### src/rtl/pdm_modulator.sv
`default_nettype none
// ============================================================================
//  Module      : pdm_modulator
//  Description : PCM-to-PDM converter. A small sample FIFO feeds a
//                second-order saturating sigma-delta loop that emits one PDM
//                bit per rising edge of the sclk level; a new PCM sample is
//                taken every OSR bit ticks.
//  Revision    : 1.0 - initial release
// ============================================================================
module pdm_modulator #(
   parameter int OSR        = 125,
   parameter int FIFO_DEPTH = 4
) (
   input  logic               clk,
   input  logic               reset,
   input  logic               sclk,
   input  logic signed [15:0] x_i,
   input  logic               write,
   output logic               full,
   output logic               pdo,
   output logic               underrun
);

   // Pointer, occupancy and oversampling-counter widths
   localparam int c_aw = $clog2(FIFO_DEPTH);
   localparam int c_cw = $clog2(FIFO_DEPTH + 1);
   localparam int c_ow = (OSR > 1) ? $clog2(OSR) : 1;

   localparam logic [c_cw-1:0] c_depth   = c_cw'(FIFO_DEPTH);
   localparam logic [c_ow-1:0] c_os_last = c_ow'(OSR - 1);

   // Loop arithmetic runs in 26 bits so the sums never wrap before clamping
   localparam logic signed [25:0] c_sat_max = 26'sd8388607;
   localparam logic signed [25:0] c_sat_min = -26'sd8388608;
   localparam logic signed [25:0] c_fb_pos  = 26'sd32767;
   localparam logic signed [25:0] c_fb_neg  = -26'sd32768;

   // Bit-clock edge detection
   logic                r_sclk_d;
   logic                w_tick;

   // Sample FIFO
   logic signed [15:0]  r_mem [FIFO_DEPTH];
   logic [c_aw-1:0]     r_wr_ptr;
   logic [c_aw-1:0]     r_rd_ptr;
   logic [c_cw-1:0]     r_count;
   logic                w_empty;
   logic                w_load;
   logic                w_pop;
   logic                w_push;

   // Sample sequencing
   logic [c_ow-1:0]     r_os_cnt;
   logic signed [15:0]  r_cur_sample;
   logic                r_underrun;

   // Sigma-delta state and next-state terms
   logic signed [23:0]  r_int1;
   logic signed [23:0]  r_int2;
   logic                r_pdo;
   logic signed [25:0]  w_fb;
   logic signed [25:0]  w_sum1;
   logic signed [25:0]  w_sum2;
   logic signed [23:0]  w_int1_n;
   logic signed [23:0]  w_int2_n;

   // Clamp a wide loop sum into the 24-bit integrator range
   function automatic logic signed [23:0] sat24(input logic signed [25:0] v);
      if (v > c_sat_max) begin
         sat24 = 24'sh7FFFFF;
      end else if (v < c_sat_min) begin
         sat24 = 24'sh800000;
      end else begin
         sat24 = v[23:0];
      end
   endfunction

   // One tick per sclk rising edge; a load happens on the first tick of a frame
   assign w_tick  = sclk & ~r_sclk_d;
   assign w_empty = (r_count == '0);
   assign w_load  = w_tick & (r_os_cnt == '0);
   assign w_pop   = w_load & ~w_empty;
   // A full FIFO still accepts a write when the same clock frees an entry
   assign w_push  = write & ((r_count != c_depth) | w_pop);

   assign full     = (r_count == c_depth);
   assign pdo      = r_pdo;
   assign underrun = r_underrun;

   // Delayed copy of the bit clock level for edge detection
   always_ff @(posedge clk or posedge reset) begin
      if (reset) begin
         r_sclk_d <= 1'b0;
      end else begin
         r_sclk_d <= sclk;
      end
   end

   // FIFO pointers and occupancy; simultaneous push and pop keeps the count
   always_ff @(posedge clk or posedge reset) begin
      if (reset) begin
         r_wr_ptr <= '0;
         r_rd_ptr <= '0;
         r_count  <= '0;
      end else begin
         if (w_push) begin
            r_wr_ptr <= r_wr_ptr + c_aw'(1);
         end
         if (w_pop) begin
            r_rd_ptr <= r_rd_ptr + c_aw'(1);
         end
         case ({w_push, w_pop})
            2'b10:   r_count <= r_count + c_cw'(1);
            2'b01:   r_count <= r_count - c_cw'(1);
            default: r_count <= r_count;
         endcase
      end
   end

   // FIFO storage; contents need no reset because the pointers define validity
   always_ff @(posedge clk) begin
      if (w_push) begin
         r_mem[r_wr_ptr] <= x_i;
      end
   end

   // Frame counter, sample load from the FIFO head, and the underrun pulse
   always_ff @(posedge clk or posedge reset) begin
      if (reset) begin
         r_os_cnt     <= '0;
         r_cur_sample <= '0;
         r_underrun   <= 1'b0;
      end else begin
         r_underrun <= w_load & w_empty;
         if (w_tick) begin
            if (r_os_cnt == c_os_last) begin
               r_os_cnt <= '0;
            end else begin
               r_os_cnt <= r_os_cnt + c_ow'(1);
            end
         end
         if (w_load) begin
            // An empty FIFO feeds silence rather than repeating stale data
            r_cur_sample <= w_empty ? 16'sd0 : r_mem[r_rd_ptr];
         end
      end
   end

   // Next integrator values; uses the sample held before any same-tick load
   always_comb begin
      w_fb     = r_pdo ? c_fb_pos : c_fb_neg;
      w_sum1   = $signed({{2{r_int1[23]}}, r_int1})
               + $signed({{10{r_cur_sample[15]}}, r_cur_sample})
               - w_fb;
      w_int1_n = sat24(w_sum1);
      w_sum2   = $signed({{2{r_int2[23]}}, r_int2})
               + $signed({{2{w_int1_n[23]}}, w_int1_n})
               - w_fb;
      w_int2_n = sat24(w_sum2);
   end

   // Loop state and output bit advance only on a tick
   always_ff @(posedge clk or posedge reset) begin
      if (reset) begin
         r_int1 <= '0;
         r_int2 <= '0;
         r_pdo  <= 1'b0;
      end else if (w_tick) begin
         r_int1 <= w_int1_n;
         r_int2 <= w_int2_n;
         r_pdo  <= ~w_int2_n[23];
      end
   end

endmodule
`default_nettype wire

### config.mk
export PLATFORM = sky130hd
export DESIGN_NAME = pdm_modulator
export DESIGN_NICKNAME = d
export VERILOG_FILES = /design/src/rtl/pdm_modulator.sv
export SDC_FILE = /design/constraint.sdc
export NUM_CORES = 1
export LEC_CHECK = 0
export BUFFER_PORTS_ARGS = -buffer_cell sky130_fd_sc_hd__buf_2
export CORE_MARGIN = 3
export CORE_UTILIZATION = 45
export CTS_BUF_LIST = sky130_fd_sc_hd__clkbuf_8
export DETAILED_ROUTE_END_ITERATION = 12
export GPL_ROUTABILITY_DRIVEN = 0
export PLACE_DENSITY = 0.64
export SYNTH_ARGS = -nofsm -noshare
export SYNTH_HDL_FRONTEND = slang
export SYNTH_SLANG_ARGS = --single-unit
export TNS_END_PERCENT = 20
### constraint.sdc
create_clock -name clk -period 13.8 [get_ports clk]
set_input_delay 2.76 -clock clk [delete_from_list [all_inputs] [get_ports clk]]
set_output_delay 2.76 -clock clk [all_outputs]
set_load 0.03 [all_outputs]
==> reports/metrics.yaml <==
run_status:
  result_of_the_run: "complete, no violations"
setup_path:
  worst_setup_path_end_kind: "register"
  timing.critical_path.arrival_ns: 9.00
  critPathMaxFanout: 46
  critPathKind: "reg2reg"
  timing.critical_path.from_type: "register"
  cp.required_ns: 14.20
final_layout:
  finalInstanceArea_um2: 10600
  final_net_count: 1064
  area_taken_by_flip_flops_and_latches_um2: 3950
  multi_input_area_um2: 5320
  areaGrowthSynthToFinish_pct: 7.54
  fraction_of_final_layout_cells_with_drive_strength_greater_than_1_pct: 10.7
  antenna_cells_inserted: 0
  fillers: 1913
route:
  firstDrtPassIters: 5
  drc: 0
  detail_route.wirelength.met1_um: 9760
  detailroute.via_count: 6939
  route.met2.wl_um: 10400
  drt_iter0_drc: 416
  wl_um: 21400
  wl_per_cell_um: 17.4
  top_signal_layer_used: "met4"
  met3WireLength_um: 950
  avgViaCountPerCell: 5.66
  drtAntennaViolNets: 0
synth:
  synthCells: 931
  async_reset_ff_share_pct: 55.9
  synth_top_cells_by_area: "sky130_fd_sc_hd__dfrtp_1, sky130_fd_sc_hd__edfxtp_1, sky130_fd_sc_hd__fa_1"
  yosysMostFrequentCell: "sky130_fd_sc_hd__inv_1"
  synth.top_cells.by_count: "sky130_fd_sc_hd__inv_1, sky130_fd_sc_hd__dfrtp_1, sky130_fd_sc_hd__edfxtp_1"
  postSynthNetCount: 1058
  synth_warnings: 0
  syn-mean-instance-area_um2: 10.6
  synth_largest_type_area_fraction_pct: 20.5
  synth_enable_flop_cells: 64
  syn_area_um2: 9880
  synth_area_leader_cell: "sky130_fd_sc_hd__dfrtp_1"
  ys_seq_area_share_pct: 40.0
  synthDistinctLibCells: 72
  synth_ff_type: "sky130_fd_sc_hd__dfrtp_1"
  seq_cells_post_synth: 145
global_route:
  grt_pass1_vias: 7033
  grt_pass1_wl_um: 36100
  grt_overflow: 0
  grt.total_usage_pct: 18.8
  antenna_found_initial: 0
  largest_net_degree_at_the_start_of_global_routing: 47
sta:
  timing.final.crit_share_pct: 62.3
  report.final.slew_viol_count: 0
  slew-limit-headroom_pct: 27.4
  timing_worst_slew_pin_value_ns: 1.09
  hold_violations: 0
  tns_ns: 0
  grt_setup_unrepaired: "no"
  final-setup-viol-count: 0
  fin_crit_ns: 8.60
  skew_ns: 0.0223
  achievable-frequency_ghz: 0.116
floorplanning:
  core_area_um2: 21300
  die_area_um2: 23800
  die-width_um: 154
  die_y_um: 154
  start_util_pct: 46.4
  num_rows: 53
  ios: 23
run:
  max_cap_viol_count: 0
clock_network:
  clock_latency_ns: 0.47
  post_cts_hold_buffer_count: 0
  cts_tree: "yes"
  clock_sink_count: 145
  clk_pin_slew_worst_paths_ns: 0.09
  cts_root_buffer: "sky130_fd_sc_hd__clkbuf_8"
  htree_levels: 4
  post-cts-setup-buffer-count: 0
  cts_resized: 0
  tritoncts.num_buffers: 17
  number_of_buffers_between_clock_root_and_the_deepest_sink: 2
worst_hold_path:
  worst_hold_path_type: "reg2reg"
placement:
  place.detailed.hpwl_um: 15400
  port_buffers: 22
  placed_cell_areas_um2: 10200
critical path, stage by stage (launching register included):
cell,delay [ns]
sky130_fd_sc_hd__dfrtp_4,1.13
sky130_fd_sc_hd__inv_1,0.39
sky130_fd_sc_hd__fa_1,0.56
sky130_fd_sc_hd__ha_1,0.39
sky130_fd_sc_hd__a21oi_1,0.15
sky130_fd_sc_hd__o21ai_0,0.16
sky130_fd_sc_hd__a221o_1,0.41
sky130_fd_sc_hd__o21ai_0,0.22
sky130_fd_sc_hd__o2111ai_2,0.25
sky130_fd_sc_hd__and3_1,0.35
sky130_fd_sc_hd__nor3_2,0.83
sky130_fd_sc_hd__o21ai_1,0.17
sky130_fd_sc_hd__fa_1,0.55
sky130_fd_sc_hd__inv_1,0.06
sky130_fd_sc_hd__fa_1,0.46
sky130_fd_sc_hd__nor2b_1,0.17
sky130_fd_sc_hd__o2111ai_1,0.15
sky130_fd_sc_hd__a211oi_1,0.48
sky130_fd_sc_hd__a21o_1,0.24
sky130_fd_sc_hd__a31o_2,0.20
sky130_fd_sc_hd__mux2i_1,0.28
sky130_fd_sc_hd__o21a_1,0.68
sky130_fd_sc_hd__a221o_1,0.22
cell usage in the layout, fill, tap and decap left out, types with 21 or more instances in the layout:
master | netlist | final
sky130_fd_sc_hd__a221o_1 | 21 | 21
sky130_fd_sc_hd__o21ai_0 | 46 | 46
sky130_fd_sc_hd__a21o_1 | 23 | 23
sky130_fd_sc_hd__nand3_1 | 35 | 35
sky130_fd_sc_hd__inv_1 | 115 | 114
sky130_fd_sc_hd__fa_1 | 49 | 49
sky130_fd_sc_hd__dfrtp_1 | 81 | 80
sky130_fd_sc_hd__xnor2_1 | 31 | 31
sky130_fd_sc_hd__nand2_1 | 56 | 56
sky130_fd_sc_hd__ha_1 | 58 | 58
sky130_fd_sc_hd__edfxtp_1 | 64 | 64
sky130_fd_sc_hd__a21oi_1 | 53 | 53
sky130_fd_sc_hd__buf_2 | 7 | 22
sky130_fd_sc_hd__nor2_1 | 37 | 37
stage by stage:
stage | hold WS [ns] | setup slack, ns | util [%] | instances
final | 0.518 | 5.20 | 49.9 | 1225
after global routing | 0.539 | 4.50 | 49.9 | 1225
after CTS | 0.525 | 5.21 | 49.9 | 1225
after detailed placement | 0.499 | 5.22 | 47.9 | 1193
after global placement | 0.496 | 5.47 | 47.9 | 1193
after floorplan | 0.474 | 4.68 | - | 931
registers in the layout, summed over array words and instances, names as in the netlist:
| signal | count |
|---|---|
| r_mem | 64 |
| r_int1 | 24 |
| r_int2 | 24 |
| r_cur_sample | 16 |
| r_os_cnt | 7 |
| r_count | 3 |
| r_rd_ptr | 2 |
| r_wr_ptr | 2 |
| pdo | 1 |
| r_sclk_d | 1 |
| underrun | 1 |
final cells by class:
| class | instances | share of cell area (%) |
|---|---|---|
| timing repair buffer | 28 | 1.46 |
| clock inverter | 15 | 1.72 |
| tap | 275 | 3.24 |
| clock buffer | 17 | 2.20 |
| inverter | 115 | 4.08 |
| sequential | 145 | 37.2 |
| multi-input combinational | 630 | 50.1 |
kinds of logic (layout without fill, tap and decap cells):
group / count (synthesis) / count (layout) / share of synthesized area (%)
flip-flops: 145 / 145 / 40.0
adder cells (fa/ha/maj): 107 / 107 / 17.3
XOR/XNOR: 47 / 47 / 4.17
AND/OR/NAND/NOR: 199 / 199 / 10.2
buffers and inverters: 156 / 175 / 6.24
multiplexers: 18 / 18 / 3.85
AO/OA/AOI/OAI: 259 / 259 / 18.3
routing by layer:
| layer | up-vias | track usage, % |
|---|---|---|
| li1 | 3362 | - |
| met1 | 3434 | 25.3 |
| met2 | 124 | 31.3 |
| met3 | 19 | 3.94 |
| met4 | 0 | 4.71 |
| met5 | - | 0 |
path summary, 6_finish.rpt:
kind,startpoint,to,slack (ns),cells after the start
max,pdo,r_int2[12],5.20,22
min,r_int2[23],r_int2[23],0.52,2
max reg2reg,pdo,r_int2[12],5.20,22
min reg2reg,r_int2[23],r_int2[23],0.52,2
max in group asynchronous,reset,r_int1[23],10.39,3
min in group asynchronous,reset,r_int2[0],2.39,2
Power is not shown: default switching activity piles up to over one toggle a cycle in this logic, so the estimate is an artifact.
